==> config.mk <==
export PLATFORM = sky130hd
export DESIGN_NAME = ro_puf_ctrl_flat
export DESIGN_NICKNAME = d
export VERILOG_FILES = /design/src/rtl/ro_puf_ctrl_if.sv /design/src/rtl/ro_puf_ctrl.sv /design/src/flat_wrapper.sv
export SDC_FILE = /design/constraint.sdc
export NUM_CORES = 1
export LEC_CHECK = 0
export ABC_AREA = 1
export CAP_MARGIN = 30
export CORE_ASPECT_RATIO = 1.2
export CORE_MARGIN = 2
export CORE_UTILIZATION = 55
export CTS_CLUSTER_DIAMETER = 80
export DETAILED_ROUTE_END_ITERATION = 10
export PLACE_DENSITY_LB_ADDON = 0.3
export SYNTH_ARGS = -nofsm -noshare
export SYNTH_HDL_FRONTEND = slang
export SYNTH_SLANG_ARGS = --single-unit
==> constraint.sdc <==
create_clock -name clk -period 3.7 [get_ports clk]
set_input_delay 0.37 -clock clk [delete_from_list [all_inputs] [get_ports clk]]
set_output_delay 0.37 -clock clk [all_outputs]
set_load 0.02 [all_outputs]
==> src/rtl/ro_puf_ctrl_if.sv <==
// ro_puf_ctrl_if -- request/response bundle for the RO-PUF controller.
//
// Handshake: the master presents idx_a/idx_b/win_len with start=1 for one
// or more cycles; the controller accepts on the first clk edge where it is
// idle (busy=0) and start=1. From the following cycle busy=1 and further
// start pulses are ignored. The result (resp/tie/err) is valid when done
// pulses for one cycle and stays stable until the next accept.
//
// Signals:
//   start    master->slave  request strobe
//   idx_a    master->slave  first RO index
//   idx_b    master->slave  second RO index
//   win_len  master->slave  counting window length in clk cycles
//   busy     slave->master  measurement in progress
//   done     slave->master  one-cycle result strobe
//   resp     slave->master  1 iff count of RO a > count of RO b
//   tie      slave->master  counts equal
//   err      slave->master  illegal request
interface ro_puf_ctrl_if #(
  parameter int IDX_W = 4,
  parameter int WIN_W = 16
);
  logic             start;
  logic [IDX_W-1:0] idx_a;
  logic [IDX_W-1:0] idx_b;
  logic [WIN_W-1:0] win_len;
  logic             busy;
  logic             done;
  logic             resp;
  logic             tie;
  logic             err;

  modport master (
    output start, idx_a, idx_b, win_len,
    input  busy, done, resp, tie, err
  );

  modport slave (
    input  start, idx_a, idx_b, win_len,
    output busy, done, resp, tie, err
  );
endinterface

==> src/rtl/ro_puf_ctrl.sv <==
// ro_puf_ctrl -- ring-oscillator PUF pair-comparison controller.
//
// Enables two ROs of an external bank, lets them settle, counts rising
// edges of each over a programmable window, then reports which ran faster.
//
// Ports:
//   clk        system clock, all state on rising edge
//   rst        asynchronous active-high reset
//   bus        ro_puf_ctrl_if.slave request/response bundle
//   ro_in      raw RO outputs (asynchronous to clk)
//   ro_en      per-RO enable, exactly two bits set while measuring
//   dbg_state  current FSM state encoding
//   cnt_a_o    final count of RO a  (only with ROPUF_CNT_OBS_EN)
//   cnt_b_o    final count of RO b  (only with ROPUF_CNT_OBS_EN)
//
// Optional feature: define ROPUF_CNT_OBS_EN to expose the final counts.
// Without it the raw counts never leave the block.
module ro_puf_ctrl #(
  parameter int NUM_RO = 16,
  parameter int CNT_W  = 16,
  parameter int WIN_W  = 16,
  parameter int SETTLE = 4,
  parameter int IDX_W  = (NUM_RO > 1) ? $clog2(NUM_RO) : 1
) (
  input  logic              clk,
  input  logic              rst,
  ro_puf_ctrl_if.slave      bus,
  input  logic [NUM_RO-1:0] ro_in,
  output logic [NUM_RO-1:0] ro_en,
`ifdef ROPUF_CNT_OBS_EN
  output logic [CNT_W-1:0]  cnt_a_o,
  output logic [CNT_W-1:0]  cnt_b_o,
`endif
  output logic [2:0]        dbg_state
);

  localparam int SET_W = $clog2(SETTLE + 1);

  typedef enum logic [2:0] {
    S_IDLE   = 3'd0,
    S_SETTLE = 3'd1,
    S_COUNT  = 3'd2,
    S_CMP    = 3'd3,
    S_DONE   = 3'd4
  } state_t;

  state_t           state;
  logic [IDX_W-1:0] idx_a_q;
  logic [IDX_W-1:0] idx_b_q;
  logic [WIN_W-1:0] win_cnt;
  logic [SET_W-1:0] set_cnt;
  logic [CNT_W-1:0] cnt_a;
  logic [CNT_W-1:0] cnt_b;
  logic             illegal_q;

  // sync_x[0..1] form the synchroniser, sync_x[2] is the edge-detect history.
  logic [2:0]       sync_a;
  logic [2:0]       sync_b;
  logic             sel_a;
  logic             sel_b;
  logic             edge_a;
  logic             edge_b;
  logic             req_illegal;
  logic             idx_a_ok;
  logic             idx_b_ok;

  assign dbg_state = state;

  // Index range check widened by one bit so NUM_RO itself is representable.
  assign idx_a_ok = ({1'b0, bus.idx_a} < (IDX_W + 1)'(NUM_RO));
  assign idx_b_ok = ({1'b0, bus.idx_b} < (IDX_W + 1)'(NUM_RO));

  assign req_illegal = (bus.idx_a == bus.idx_b) || !idx_a_ok || !idx_b_ok ||
                       (bus.win_len == '0);

  // Selected RO lines. The mux sits ahead of the synchroniser; any glitch
  // from the mux is absorbed there. An illegal request never counts, so an
  // out-of-range latched index is harmless.
  assign sel_a  = ro_in[idx_a_q];
  assign sel_b  = ro_in[idx_b_q];

  assign edge_a = sync_a[1] & ~sync_a[2];
  assign edge_b = sync_b[1] & ~sync_b[2];

  always_ff @(posedge clk or posedge rst) begin
    if (rst) begin
      state     <= S_IDLE;
      idx_a_q   <= '0;
      idx_b_q   <= '0;
      win_cnt   <= '0;
      set_cnt   <= '0;
      cnt_a     <= '0;
      cnt_b     <= '0;
      illegal_q <= 1'b0;
      sync_a    <= '0;
      sync_b    <= '0;
      ro_en     <= '0;
      bus.busy  <= 1'b0;
      bus.done  <= 1'b0;
      bus.resp  <= 1'b0;
      bus.tie   <= 1'b0;
      bus.err   <= 1'b0;
`ifdef ROPUF_CNT_OBS_EN
      cnt_a_o   <= '0;
      cnt_b_o   <= '0;
`endif
    end else begin
      bus.done <= 1'b0;
      sync_a   <= {sync_a[1:0], sel_a};
      sync_b   <= {sync_b[1:0], sel_b};

      case (state)
        S_IDLE: begin
          if (bus.start) begin
            idx_a_q   <= bus.idx_a;
            idx_b_q   <= bus.idx_b;
            win_cnt   <= bus.win_len;
            set_cnt   <= SET_W'(SETTLE);
            cnt_a     <= '0;
            cnt_b     <= '0;
            illegal_q <= req_illegal;
            bus.busy  <= 1'b1;
            bus.resp  <= 1'b0;
            bus.tie   <= 1'b0;
            bus.err   <= 1'b0;
`ifdef ROPUF_CNT_OBS_EN
            cnt_a_o   <= '0;
            cnt_b_o   <= '0;
`endif
            if (req_illegal) begin
              // Illegal requests skip the measurement but still pass
              // through the compare slot, giving a fixed 2-cycle latency.
              state <= S_CMP;
            end else begin
              state <= S_SETTLE;
              ro_en <= (NUM_RO'(1) << bus.idx_a) | (NUM_RO'(1) << bus.idx_b);
            end
          end
        end

        S_SETTLE: begin
          // Counters stay at 0; the settle time also fills the synchroniser
          // so the first counting cycle never sees a stale edge.
          set_cnt <= set_cnt - SET_W'(1);
          if (set_cnt == SET_W'(1)) begin
            state <= S_COUNT;
          end
        end

        S_COUNT: begin
          if (edge_a && (cnt_a != {CNT_W{1'b1}})) begin
            cnt_a <= cnt_a + CNT_W'(1);
          end
          if (edge_b && (cnt_b != {CNT_W{1'b1}})) begin
            cnt_b <= cnt_b + CNT_W'(1);
          end
          win_cnt <= win_cnt - WIN_W'(1);
          if (win_cnt == WIN_W'(1)) begin
            state <= S_CMP;
            ro_en <= '0;
          end
        end

        S_CMP: begin
          bus.resp <= !illegal_q && (cnt_a > cnt_b);
          bus.tie  <= !illegal_q && (cnt_a == cnt_b);
          bus.err  <= illegal_q;
`ifdef ROPUF_CNT_OBS_EN
          cnt_a_o  <= cnt_a;
          cnt_b_o  <= cnt_b;
`endif
          bus.done <= 1'b1;
          state    <= S_DONE;
        end

        S_DONE: begin
          bus.busy <= 1'b0;
          state    <= S_IDLE;
        end

        default: begin
          state    <= S_IDLE;
          ro_en    <= '0;
          bus.busy <= 1'b0;
        end
      endcase
    end
  end

endmodule
==> src/flat_wrapper.sv <==
// flat-port wrapper written by rule: the top's interface ports become plain ports
module ro_puf_ctrl_flat 
#(
  parameter int NUM_RO = 16,
  parameter int CNT_W  = 16,
  parameter int WIN_W  = 16,
  parameter int SETTLE = 4,
  parameter int IDX_W  = (NUM_RO > 1) ? $clog2(NUM_RO) : 1
)
  (clk, rst, ro_in, ro_en, dbg_state, bus_start, bus_idx_a, bus_idx_b, bus_win_len, bus_busy, bus_done, bus_resp, bus_tie, bus_err);
  ro_puf_ctrl_if #(.IDX_W(IDX_W), .WIN_W(WIN_W)) bus_i ();
  input  logic clk;
  input  logic rst;
  input  logic [NUM_RO-1:0] ro_in;
  output logic [NUM_RO-1:0] ro_en;
  output logic [2:0] dbg_state;
  input wire logic [$bits(bus_i.start)-1:0] bus_start;
  input wire logic [$bits(bus_i.idx_a)-1:0] bus_idx_a;
  input wire logic [$bits(bus_i.idx_b)-1:0] bus_idx_b;
  input wire logic [$bits(bus_i.win_len)-1:0] bus_win_len;
  output wire logic [$bits(bus_i.busy)-1:0] bus_busy;
  output wire logic [$bits(bus_i.done)-1:0] bus_done;
  output wire logic [$bits(bus_i.resp)-1:0] bus_resp;
  output wire logic [$bits(bus_i.tie)-1:0] bus_tie;
  output wire logic [$bits(bus_i.err)-1:0] bus_err;
  assign bus_i.start = bus_start;
  assign bus_i.idx_a = bus_idx_a;
  assign bus_i.idx_b = bus_idx_b;
  assign bus_i.win_len = bus_win_len;
  assign bus_busy = bus_i.busy;
  assign bus_done = bus_i.done;
  assign bus_resp = bus_i.resp;
  assign bus_tie = bus_i.tie;
  assign bus_err = bus_i.err;
  ro_puf_ctrl #(.NUM_RO(NUM_RO), .CNT_W(CNT_W), .WIN_W(WIN_W), .SETTLE(SETTLE), .IDX_W(IDX_W)) u_core (.clk(clk), .rst(rst), .bus(bus_i), .ro_in(ro_in), .ro_en(ro_en), .dbg_state(dbg_state));
endmodule
==> run_results.csv <==
group,metric,value,unit
power_and_ir_drop,p_per_area,360,nW/um^2
synthesis,synth_cells,838,
route,vias_per_cell,5.67,
synthesis,synthMuxAreaShare,0,%
worst_setup_path,cpPeakStageDelay,0.61,ns
timing,setup_slack,1.56,ns
synthesis,synth.area.top_cells,"dfrtp_1 (38%), nand2_1 (16%), nor2_1 (6.2%)",
clock_network,ctsResizeCount,0,
timing,fin_crit_sh,57.9,%
route,drt-initial-drc-count,314,
synthesis,yosysWarnings,0,
clock_network,cts_tree,"built",
worst_setup_path,reg2reg_to,"u_core.cnt_b[5]",
floorplan,core_area,10600,sq um
worst_setup_path,worst_ep_required_time,3.93,ns
synthesis,yosys.area.top_type,"dfrtp_1",
synthesis,avgSynthCellArea,7.12,sq um
power_and_ir_drop,power.leakage,3.26,nW
grt,track_usage,27.8,%
worst_setup_path,cp_num_buf_inv,2,
worst_setup_path,reg2reg_slack,1.69,ns
grt,grt_pass1_vias,5487,
synthesis,yosysTopAreaCellShare,37.7,%
finish,syn_to_final_growth,16.2,%
timing,skew,0.00786,ns
run,cap_violations,0,
timing,fin_crit,2.14,ns
finish,layout_commonest_cell,"nand2_1",
worst_setup_path,timing.rr.start,"u_core.cnt_b[0]",
power_and_ir_drop,swShare,29.4,%
synthesis,synth-xor-area-share,2.79,%
hold_path,hold_path_class,"reg2reg",
power_and_ir_drop,p_sw,0.000733,W
finish,regArea,2250,sq um
synthesis,synth-seq-cells,90,
worst_setup_path,cpMostUsedCell,"nand2_1",
worst_setup_path,r2r_cells,10,
timing,hold_violations,0,
synthesis,synth_edf_count,0,
power_and_ir_drop,p_int,0.00176,W
worst_setup_path,endpoint,"u_core.ro_en[15]",
finish,diodes,0,
worst_setup_path,crit_type,"in2reg",
clock_network,clkTransAtPathRegs,0.07,ns
timing,rsz0062_at_grt,"false",
synthesis,yosysSeqAreaShare,37.7,%
floorplan,chipHeight,118,um
synthesis,synthFlopType,"dfrtp_1",
placed_design,dp.cells,1004,
timing,relSlewSlack,54.3,%
grt,grt_max_degree,41,
power_and_ir_drop,pwr-share-comb,16.9,%
route,dr_total_vias,5781,
clock_network,worstSkewPairLatency,0.35,ns
route,wl,16.0,mm
clock_network,clockBufferDepth,2,
timing,setup_violations,0,
worst_setup_path,cp_top_family,"simple AND/OR/NAND/NOR gates",
clock_network,hold_buffers,0,
clock_network,cts.sinks,90,
grt,globalRoute.totalOverflow,0,
floorplan,die-area,11700,sq um
synthesis,ys_types,38,
finish,fillers,921,
finish,fin_cells,1020,
power_and_ir_drop,vdd_drop_max,205,uV
grt,antenna_found_initial,0,
power_and_ir_drop,p_seq_share,44.9,%
finish,multiInputGateArea,3220,sq um
worst_setup_path,start_kind,"input port",
clock_network,htreeDepth,3,
synthesis,synth_compound_area_share,11.3,%
power_and_ir_drop,power_frac_clock,38.2,%
worst_setup_path,critPathMaxFanout,18,
run_status,outcome,"finished clean",
synthesis,synth-simple-area-share,35.2,%
placed_design,gp_congestion,0.888,
grt,grt_pass1_wl,26.1,mm
synthesis,synth_top_family_by_area,"simple AND/OR/NAND/NOR gates",
clock_network,cts_setup_buffers,0,
synthesis,synth_fp_nets,903,
synthesis,synthAdderAreaFrac,4.61,%
timing,worst_pin_slew,0.685,ns
finish,nNetsFinal,951,
worst_setup_path,crit_arrival,2.38,ns
finish,drive_gt1_share,7.18,%
worst_setup_path,cp-startpoint,"bus_idx_b[3]",
synthesis,synth-async-reset-ratio,100,%
worst_setup_path,crit_path_end_kind,"register",
floorplan,fp-row-count,41,
clock_network,cts-root-buf,"clkbuf_16",
floorplan,die_x,99.1,um
worst_setup_path,crit_slowest_cell,"clkdlybuf4s50_1",
timing,fmax,467,MHz
timing,fin_tns_setup,0,ns
placed_design,portBuffers,66,
route,drtAntennaViolNets,0,
finish,layout_common_cells,"nand2_1 (247), nor2_1 (98), dfrtp_1 (90), clkdlybuf4s50_1 (66)",
placed_design,place_ws,1.22,ns
worst_setup_path,path_depth,11,
route,wl_per_cell,15.7,um
placed_design,place.detailed.hpwl,12.1,mm
route,route.detailed.drc,0,
worst_setup_path,cp_cell_sequence,"clkdlybuf4s50_1 -> inv_2 -> nand2_1 -> nand2_1 -> nor2_1 -> nand2_1 -> nand2_1 -> nand2_2 -> nand3_2 -> nand2_1 -> nand2_1",
timing,maxSlewViolCount,0,
clock_network,cts_buffers,9,
route,drt_first_pass_iters,5,
synthesis,syn-cell-area,5970,sq um
floorplan,io_pins,67,
floorplan,initial_utilization,56.5,%
-- cells by family (layout without fill, tap and decap cells) --
group | count (synthesis) | count (layout)
buffers and inverters | 112 | 165
xor gates and xnor gates | 19 | 19
and+or+nand+nor | 482 | 482
DFF | 90 | 90
adders and majority gates | 22 | 22
AOI/OAI and AO/OA | 113 | 113
-- Yosys cell counts, types with 4 or more instances --
cell	n
o21ai_0	30
nand2_1	247
nor2_1	98
inv_1	65
buf_4	11
inv_2	14
o211ai_1	19
nand2_2	4
nor3_1	6
buf_6	4
ha_1	22
xor2_1	18
nand3_1	64
a21oi_1	42
dfrtp_1	90
buf_2	6
clkbuf_1	12
nand4_1	44
o21ai_2	11
-- sequential cells by signal, summed over array words and instances (netlist names) --
signal	cells
u_core.idx_a_q	4
u_core.idx_b_q	4
u_core.win_cnt	16
u_core.ro_en	16
u_core.set_cnt	3
u_core.bus.err	1
u_core.dbg_state	3
u_core.cnt_a	16
u_core.bus.done	1
u_core.sync_b	3
u_core.illegal_q	1
u_core.cnt_b	16
u_core.bus.tie	1
u_core.bus.busy	1
u_core.sync_a	3
u_core.bus.resp	1
-- metrics by stage --
stage	util, %	area (sq um)	hold slack, ns	power [W]
6_report	65.6	6930	0.354	0.00249
4_1_cts	65.6	6930	0.355	0.00252
3_5_place_dp	62.6	6620	0.342	0.00156
3_3_place_gp	62.6	6620	0.339	0.00154
2_1_floorplan	-	5970	0.331	0.00142
5_1_grt	65.6	6930	0.366	0.00262
-- per-layer routing --
metal | GRT usage [%] | part of all wire (%)
met2 | 48.6 | 51
met3 | 5.11 | 4.5
met5 | 0 | 0
met1 | 31.9 | 39
met4 | 14.2 | 5.2
-- power groups by stage --
stage	registers, W	clock network (W)	logic [W]
detailed placement	0.00114	0	0.000424
global route	0.00113	0.00101	0.000483
finish	0.00112	0.000953	0.000422
global placement	0.00113	0	0.000401
CTS	0.00112	0.000972	0.000427
floorplan	0.00111	0	0.000309
-- cell type report --
type                            instances  area share [%]
Multi-Input combinational cell        636            46.4
Timing Repair Buffer                   70            9.96
Clock inverter                          6            1.08
Clock buffer                           10            3.45
Sequential cell                        90            32.5
Inverter                               79            4.30
Tap cell                              129            2.33
-- worst min path at each step --
| stage | cells after the start | slack, ns | startpoint | to |
|---|---|---|---|---|
| after global routing | 0 | 0.37 | u_core.sync_b[0] | u_core.sync_b[1] |
| after floorplan | 0 | 0.33 | u_core.sync_a[0] | u_core.sync_a[1] |
| after global placement | 0 | 0.34 | u_core.sync_b[0] | u_core.sync_b[1] |
| after CTS | 0 | 0.35 | u_core.sync_b[0] | u_core.sync_b[1] |
| final | 0 | 0.35 | u_core.sync_b[0] | u_core.sync_b[1] |
| after detailed placement | 0 | 0.34 | u_core.sync_b[0] | u_core.sync_b[1] |
(Power assumes the default switching activity.)
